### config.mk
export PLATFORM = sky130hd
export DESIGN_NAME = spi_reg_ctrl
export DESIGN_NICKNAME = d
export VERILOG_FILES = /design/src/rtl/spi_pkg.sv /design/src/rtl/sync_2ff.sv /design/src/rtl/spi_reg_ctrl.sv
export SDC_FILE = /design/constraint.sdc
export NUM_CORES = 1
export LEC_CHECK = 0
export ABC_AREA = 1
export ABC_CLOCK_PERIOD_IN_PS = 2460
export CORE_ASPECT_RATIO = 0.75
export CORE_UTILIZATION = 52
export DETAILED_ROUTE_END_ITERATION = 8
export MAX_ROUTING_LAYER = met4
export PLACE_DENSITY = 0.8
export SLEW_MARGIN = 10
export SYNTH_ARGS = -nofsm -noshare
export SYNTH_HDL_FRONTEND = slang
export SYNTH_SLANG_ARGS = --single-unit
export TNS_END_PERCENT = 5
### constraint.sdc
create_clock -name system_clk -period 2.46 [get_ports system_clk]
set_input_delay 0.738 -clock system_clk [delete_from_list [all_inputs] [get_ports system_clk]]
set_output_delay 0.738 -clock system_clk [all_outputs]
set_load 0.05 [all_outputs]
### src/rtl/spi_pkg.sv
// Shared definitions for the SPI command/register controller.
package spi_pkg;

    localparam int CMD_RW_BIT   = 7;
    localparam int CMD_ADDR_MSB = 6;

    typedef enum logic [1:0] {
        ST_IDLE    = 2'd0,
        ST_CMD     = 2'd1,
        ST_WDATA   = 2'd2,
        ST_DISCARD = 2'd3
    } state_e;

endpackage

### src/rtl/sync_2ff.sv
// One-bit two-flop synchroniser for asynchronous level inputs.
module sync_2ff (
    input  logic clk,
    input  logic d,
    output logic q
);

    logic meta;

    // No reset: a mid-frame controller reset must not fabricate a fresh CS edge.
    always_ff @(posedge clk) begin
        meta <= d;
        q    <= meta;
    end

endmodule

### src/rtl/spi_reg_ctrl.sv
// Turns the spi_slave byte stream into register reads/writes on a small bank.
// Frame: command byte {rw, addr}, then auto-incrementing write data bytes.
module spi_reg_ctrl
    import spi_pkg::*;
#(
    parameter int          NUM_REGS = 8,
    parameter logic [7:0]  ID_VALUE = 8'hA5,
    parameter int          ADDR_W   = $clog2(NUM_REGS)
) (
    input  logic                  system_clk,
    input  logic                  rst_n,
    input  logic                  spi_cs,
    input  logic                  data_ready,
    input  logic [7:0]            received_data,
    output logic                  read_ack,
    output logic [7:0]            data_to_send,
    output logic [NUM_REGS*8-1:0] regs_out,
    output logic                  wr_strobe,
    output logic [ADDR_W-1:0]     wr_addr,
    output logic [7:0]            wr_data,
    output logic [7:0]            frame_count,
    output logic                  err
);

    localparam int               PTR_W   = ADDR_W + 1;
    localparam logic [PTR_W-1:0] PTR_END = PTR_W'(NUM_REGS);
    localparam logic [7:0]       REGS_B  = 8'(NUM_REGS);

    state_e                   state, state_next;
    logic                     cs_s, cs_prev, cs_fall, cs_rise;
    logic                     consume;
    logic [CMD_ADDR_MSB:0]    cmd_addr;
    logic                     cmd_rw, cmd_bad;
    logic [ADDR_W-1:0]        cmd_idx, ptr_idx;
    logic [PTR_W-1:0]         ptr;
    logic                     ptr_valid;
    logic [NUM_REGS-1:0][7:0] bank;
    logic [7:0]               tx_hold;

    sync_2ff u_cs_sync (
        .clk (system_clk),
        .d   (spi_cs),
        .q   (cs_s)
    );

    always_ff @(posedge system_clk) begin
        cs_prev <= cs_s;
    end

    assign cs_fall   = cs_prev & ~cs_s;
    assign cs_rise   = ~cs_prev & cs_s;
    assign consume   = data_ready & ~read_ack;
    assign cmd_addr  = received_data[CMD_ADDR_MSB:0];
    assign cmd_rw    = received_data[CMD_RW_BIT];
    assign cmd_bad   = {1'b0, cmd_addr} >= REGS_B;
    assign cmd_idx   = cmd_addr[ADDR_W-1:0];
    assign ptr_idx   = ptr[ADDR_W-1:0];
    assign ptr_valid = ptr < PTR_END;

    always_ff @(posedge system_clk) begin
        if (!rst_n) begin
            state <= ST_IDLE;
        end else begin
            state <= state_next;
        end
    end

    // A byte consumed in the closing cycle is still processed; the frame end wins the state.
    always_comb begin
        state_next = state;
        case (state)
            ST_IDLE: if (cs_fall) state_next = ST_CMD;
            ST_CMD:  if (consume) state_next = (cmd_bad || cmd_rw) ? ST_DISCARD : ST_WDATA;
            default: ;
        endcase
        if (cs_rise && state != ST_IDLE) begin
            state_next = ST_IDLE;
        end
    end

    always_ff @(posedge system_clk) begin
        if (!rst_n) begin
            for (int i = 0; i < NUM_REGS; i++) begin
                bank[i] <= '0;
            end
            tx_hold      <= ID_VALUE;
            data_to_send <= ID_VALUE;
            read_ack     <= 1'b0;
            wr_strobe    <= 1'b0;
            wr_addr      <= '0;
            wr_data      <= '0;
            frame_count  <= '0;
            err          <= 1'b0;
            ptr          <= '0;
        end else begin
            read_ack  <= consume;
            wr_strobe <= 1'b0;
            if (state == ST_IDLE) begin
                data_to_send <= tx_hold;
            end
            if (consume) begin
                case (state)
                    ST_CMD: begin
                        if (cmd_bad) begin
                            err <= 1'b1;
                        end else if (cmd_rw) begin
                            tx_hold <= (cmd_idx == '0) ? ID_VALUE : bank[cmd_idx];
                        end else begin
                            ptr <= {1'b0, cmd_idx};
                        end
                    end
                    ST_WDATA: begin
                        if (ptr_valid) begin
                            wr_strobe <= 1'b1;
                            wr_addr   <= ptr_idx;
                            wr_data   <= received_data;
                            ptr       <= ptr + 1'b1;
                            // Register 1 bit 7 is a write-only error clear.
                            if (ptr_idx == ADDR_W'(1)) begin
                                bank[1] <= {1'b0, received_data[6:0]};
                                if (received_data[7]) begin
                                    err <= 1'b0;
                                end
                            end else if (ptr_idx != '0) begin
                                bank[ptr_idx] <= received_data;
                            end
                        end else begin
                            err <= 1'b1;
                        end
                    end
                    default: ;
                endcase
            end
            if (cs_rise && state != ST_IDLE) begin
                frame_count <= frame_count + 8'd1;
            end
        end
    end

    always_comb begin
        regs_out      = bank;
        regs_out[7:0] = ID_VALUE;
    end

endmodule

==> impl_results.md <==
- Placer Congestion: around 0.91
- Critical path class: reg -> out
- GRT Overall Usage: between 20% and 30%
- CTS Sinks: approximately 110
- Asr flop ratio synth: 0%
- Yosys top cell area share: between 40% and 50%
- Sw Pwr: 1.00 mW
- First-pass GRT wire length: about 24 mm
- Ant diodes: 0
- Vias per cell: ~5.4
- Antenna Nets Post-Route: 0
- Worst path slowest cell: clkdlybuf4s50_1
- Startpoint Class: register
- Drc violations: 0
- Tightest Pin Transition: 0.566 ns
- Mean Syn Cell Area: roughly 6.9 sq um
- Inst Count DP: slightly below 1000
- Area Growth Syn to Fin: 19.8%
- Most area-hungry cell type in the Yosys netlist: dfxtp_1
- # IOs: 106
- Crit share post-route: 95.8%
- WL/cell: about 15 um
- Cells along the critical path: clkdlybuf4s50_1
- RSZ-0062 raised after global routing: false
- Number of synthesized flops with an enable pin: 0
- Max clock buf depth: 2
- Num CTS Buffers: 9
- Worst-Skew Late Latency: approximately 0.35 ns
- P_leak: 2.73 nW
- Logic pwr share: 11.2%
- Final Skew: ~0.0066 ns
- Layout cells sized above 1: ~6.7%
- Antenna violations before repair: 0
- Sw Ratio: between 20% and 30%
- Worst Reg-to-Reg Cells: 8
- WP data required: 1.72 ns
- Cell Int Power: ~3.2 mW
- WP data arrival: roughly 1.6 ns
- Resized Gates After CTS: 0
- WHS Path Cells: 0
- H-Tree Depth: 3
- Final Hold Viols: 0
- Total congestion overflow: 0
- Yosys reg bits: roughly 110
- Final worst hold slack: approximately 0.32 ns
- CTS tree: built
- Dpl hpwl: 10.7 mm
- Synthesized cell area: 0.00554 sq mm
- Flop2flop setup slack: ~0.54 ns
- Worst hold path endpoint: u_cs_sync.q
- Max cap viols: 0
- CP top delay family: buffers and inverters
- Port Buffers: 97
- Clock share of power: between 40% and 50%
- Final wirelength: around 15 mm
- First-pass iteration count of the detailed router: 5
- Final Setup Violations: 0
- Iter 0 DRT Violations: 606
- Setup bufs post-CTS: 0
- FF-to-FF Start: ptr[1]
- Commonest non-fill, non-tap cells in the layout: nand2_1 (192), nor2_1 (120), dfxtp_1 (111), clkdlybuf4s50_1 (97), a21oi_1 (66)
- Syn Inst Count: approximately 800
- Height of the die: around 91 um
- Hold WC Path Type: reg -> reg
- Ys Warns: 0
- CORE AREA: between 0.01 and 0.015 sq mm
- Seq/Total Area, Yosys: ~40%
- Maximum vdd drop: 494 uV
- F_max: between 400 and 500 MHz
- Cell Count, Final, Fillers Out: between 900 and 1000
- Starting Density: a little over half
- Worst rel slew slack: between 60 and 70%
- Clk pin slew, worst setup/hold paths: ~0.07 ns
- Largest fanout on the critical path: 6
- Setup TNS: 0 ns
- FF-to-FF End: regs_out[57]
- Nets: 854
- Die area: around 0.011 sq mm
- Vias in the first global route: between 4000 and 5000
- Ys flop type: dfxtp_1
- Synth area leaders: dfxtp_1 (40%), nand2_1 (13%), buf_4 (8.9%)
- Yosys cell types: 35
- Final core occ: between 60% and 70%
- # hold bufs at CTS: 0
- Most common cell after layout, fill and taps aside: nand2_1
- Largest net degree at the start of global routing: 50
- Root Driver: clkbuf_16
- Sequential share of power: between 40 and 50%
- Pwr dens: 625 mW/mm^2
- Clock period minus worst slack: 2.36 ns
- Row cnt: 32
- Die width: around 120 um
- Pins Over Slew Limit: 0
- CP peak stage delay: about 0.84 ns
- Routed vias: around 5300
- HP Start: u_cs_sync.meta
- Pwr Total: around 4.2 mW
- WP buf/inv: 1
- Status: complete, no violations
- Setup crit end kind: primary output
-- cell families (layout without fill, tap and decap cells) --
family                     Yosys count  after routing  share of synthesized area, %
other                                2              8                         0.135
and+or+nand+nor                    406            406                          31.4
buffers and inverters              170            202                          16.9
DFF                                111            111                          40.1
AOI/OAI and AO/OA                  111            111                          10.6
adders and majority gates            4              4                         0.903
-- power by group through the flow --
stage | registers, mW | logic, mW | clock network, mW
floorplan | 1.93 | 0.256 | 0
global placement | 1.88 | 0.449 | 0
detailed placement | 1.88 | 0.456 | 0
CTS | 1.84 | 0.459 | 1.86
global route | 1.84 | 0.500 | 1.93
finish | 1.84 | 0.466 | 1.85
-- cell usage after synthesis (4+ instances only) --
library cell    n
nand4_1        30
buf_6           4
nand2_1       192
buf_4          66
a21oi_1        66
o21ai_0        31
inv_1          56
nand3_1        50
ha_1            4
clkbuf_1       28
o211ai_1        8
dfxtp_1       111
nor2_1        120
buf_2           6
-- per-layer routing --
| layer | part of all wire, % | track usage, % | up-vias |
|---|---|---|---|
| met1 | 44 | 37.8 | 2477 |
| met4 | 1.4 | 6.79 | 0 |
| met2 | 45 | 43.4 | 251 |
| li1 | - | - | 2571 |
| met3 | 8.9 | 6.41 | 28 |
| met5 | 0 | - | - |
-- cell type report --
cell class	instances	area, sq um
fill	882	3690
sequential	111	2220
clock inverter	6	158
clock buffer	9	225
multi-input combinational	529	2410
inverter	62	233
tap	136	170
timing repair buffer	125	1220
-- state kept, by name, indices dropped and copies added (netlist names) --
signal / cells
bank: 8
u_cs_sync.q: 1
read_ack: 1
wr_strobe: 1
regs_out: 56
cs_prev: 1
tx_hold: 8
frame_count: 8
state: 2
wr_addr: 3
u_cs_sync.meta: 1
wr_data: 8
ptr: 4
data_to_send: 8
err: 1
-- metrics by stage --
| stage | cell area, sq um | worst slack, ns |
|---|---|---|
| 2_1_floorplan | 5570 | 0.626 |
| 6_report | 6640 | 0.104 |
| 3_5_place_dp | 6260 | -0.0298 |
| 3_3_place_gp | 6260 | 0.0607 |
| 4_1_cts | 6640 | 0.106 |
| 5_1_grt | 6640 | 0.0469 |
-- worst max-delay path by stage --
stage / end / startpoint / cells past startpoint
floorplan: bank[7] / ptr[0] / 7
global placement: regs_out[47] / data_ready / 7
detailed placement: ptr[2] / received_data[6] / 7
CTS: frame_count[2] / frame_count[2] / 1
global route: frame_count[2] / frame_count[2] / 1
finish: frame_count[2] / frame_count[2] / 1
No activity file was read; power rests on OpenSTA's default activity.
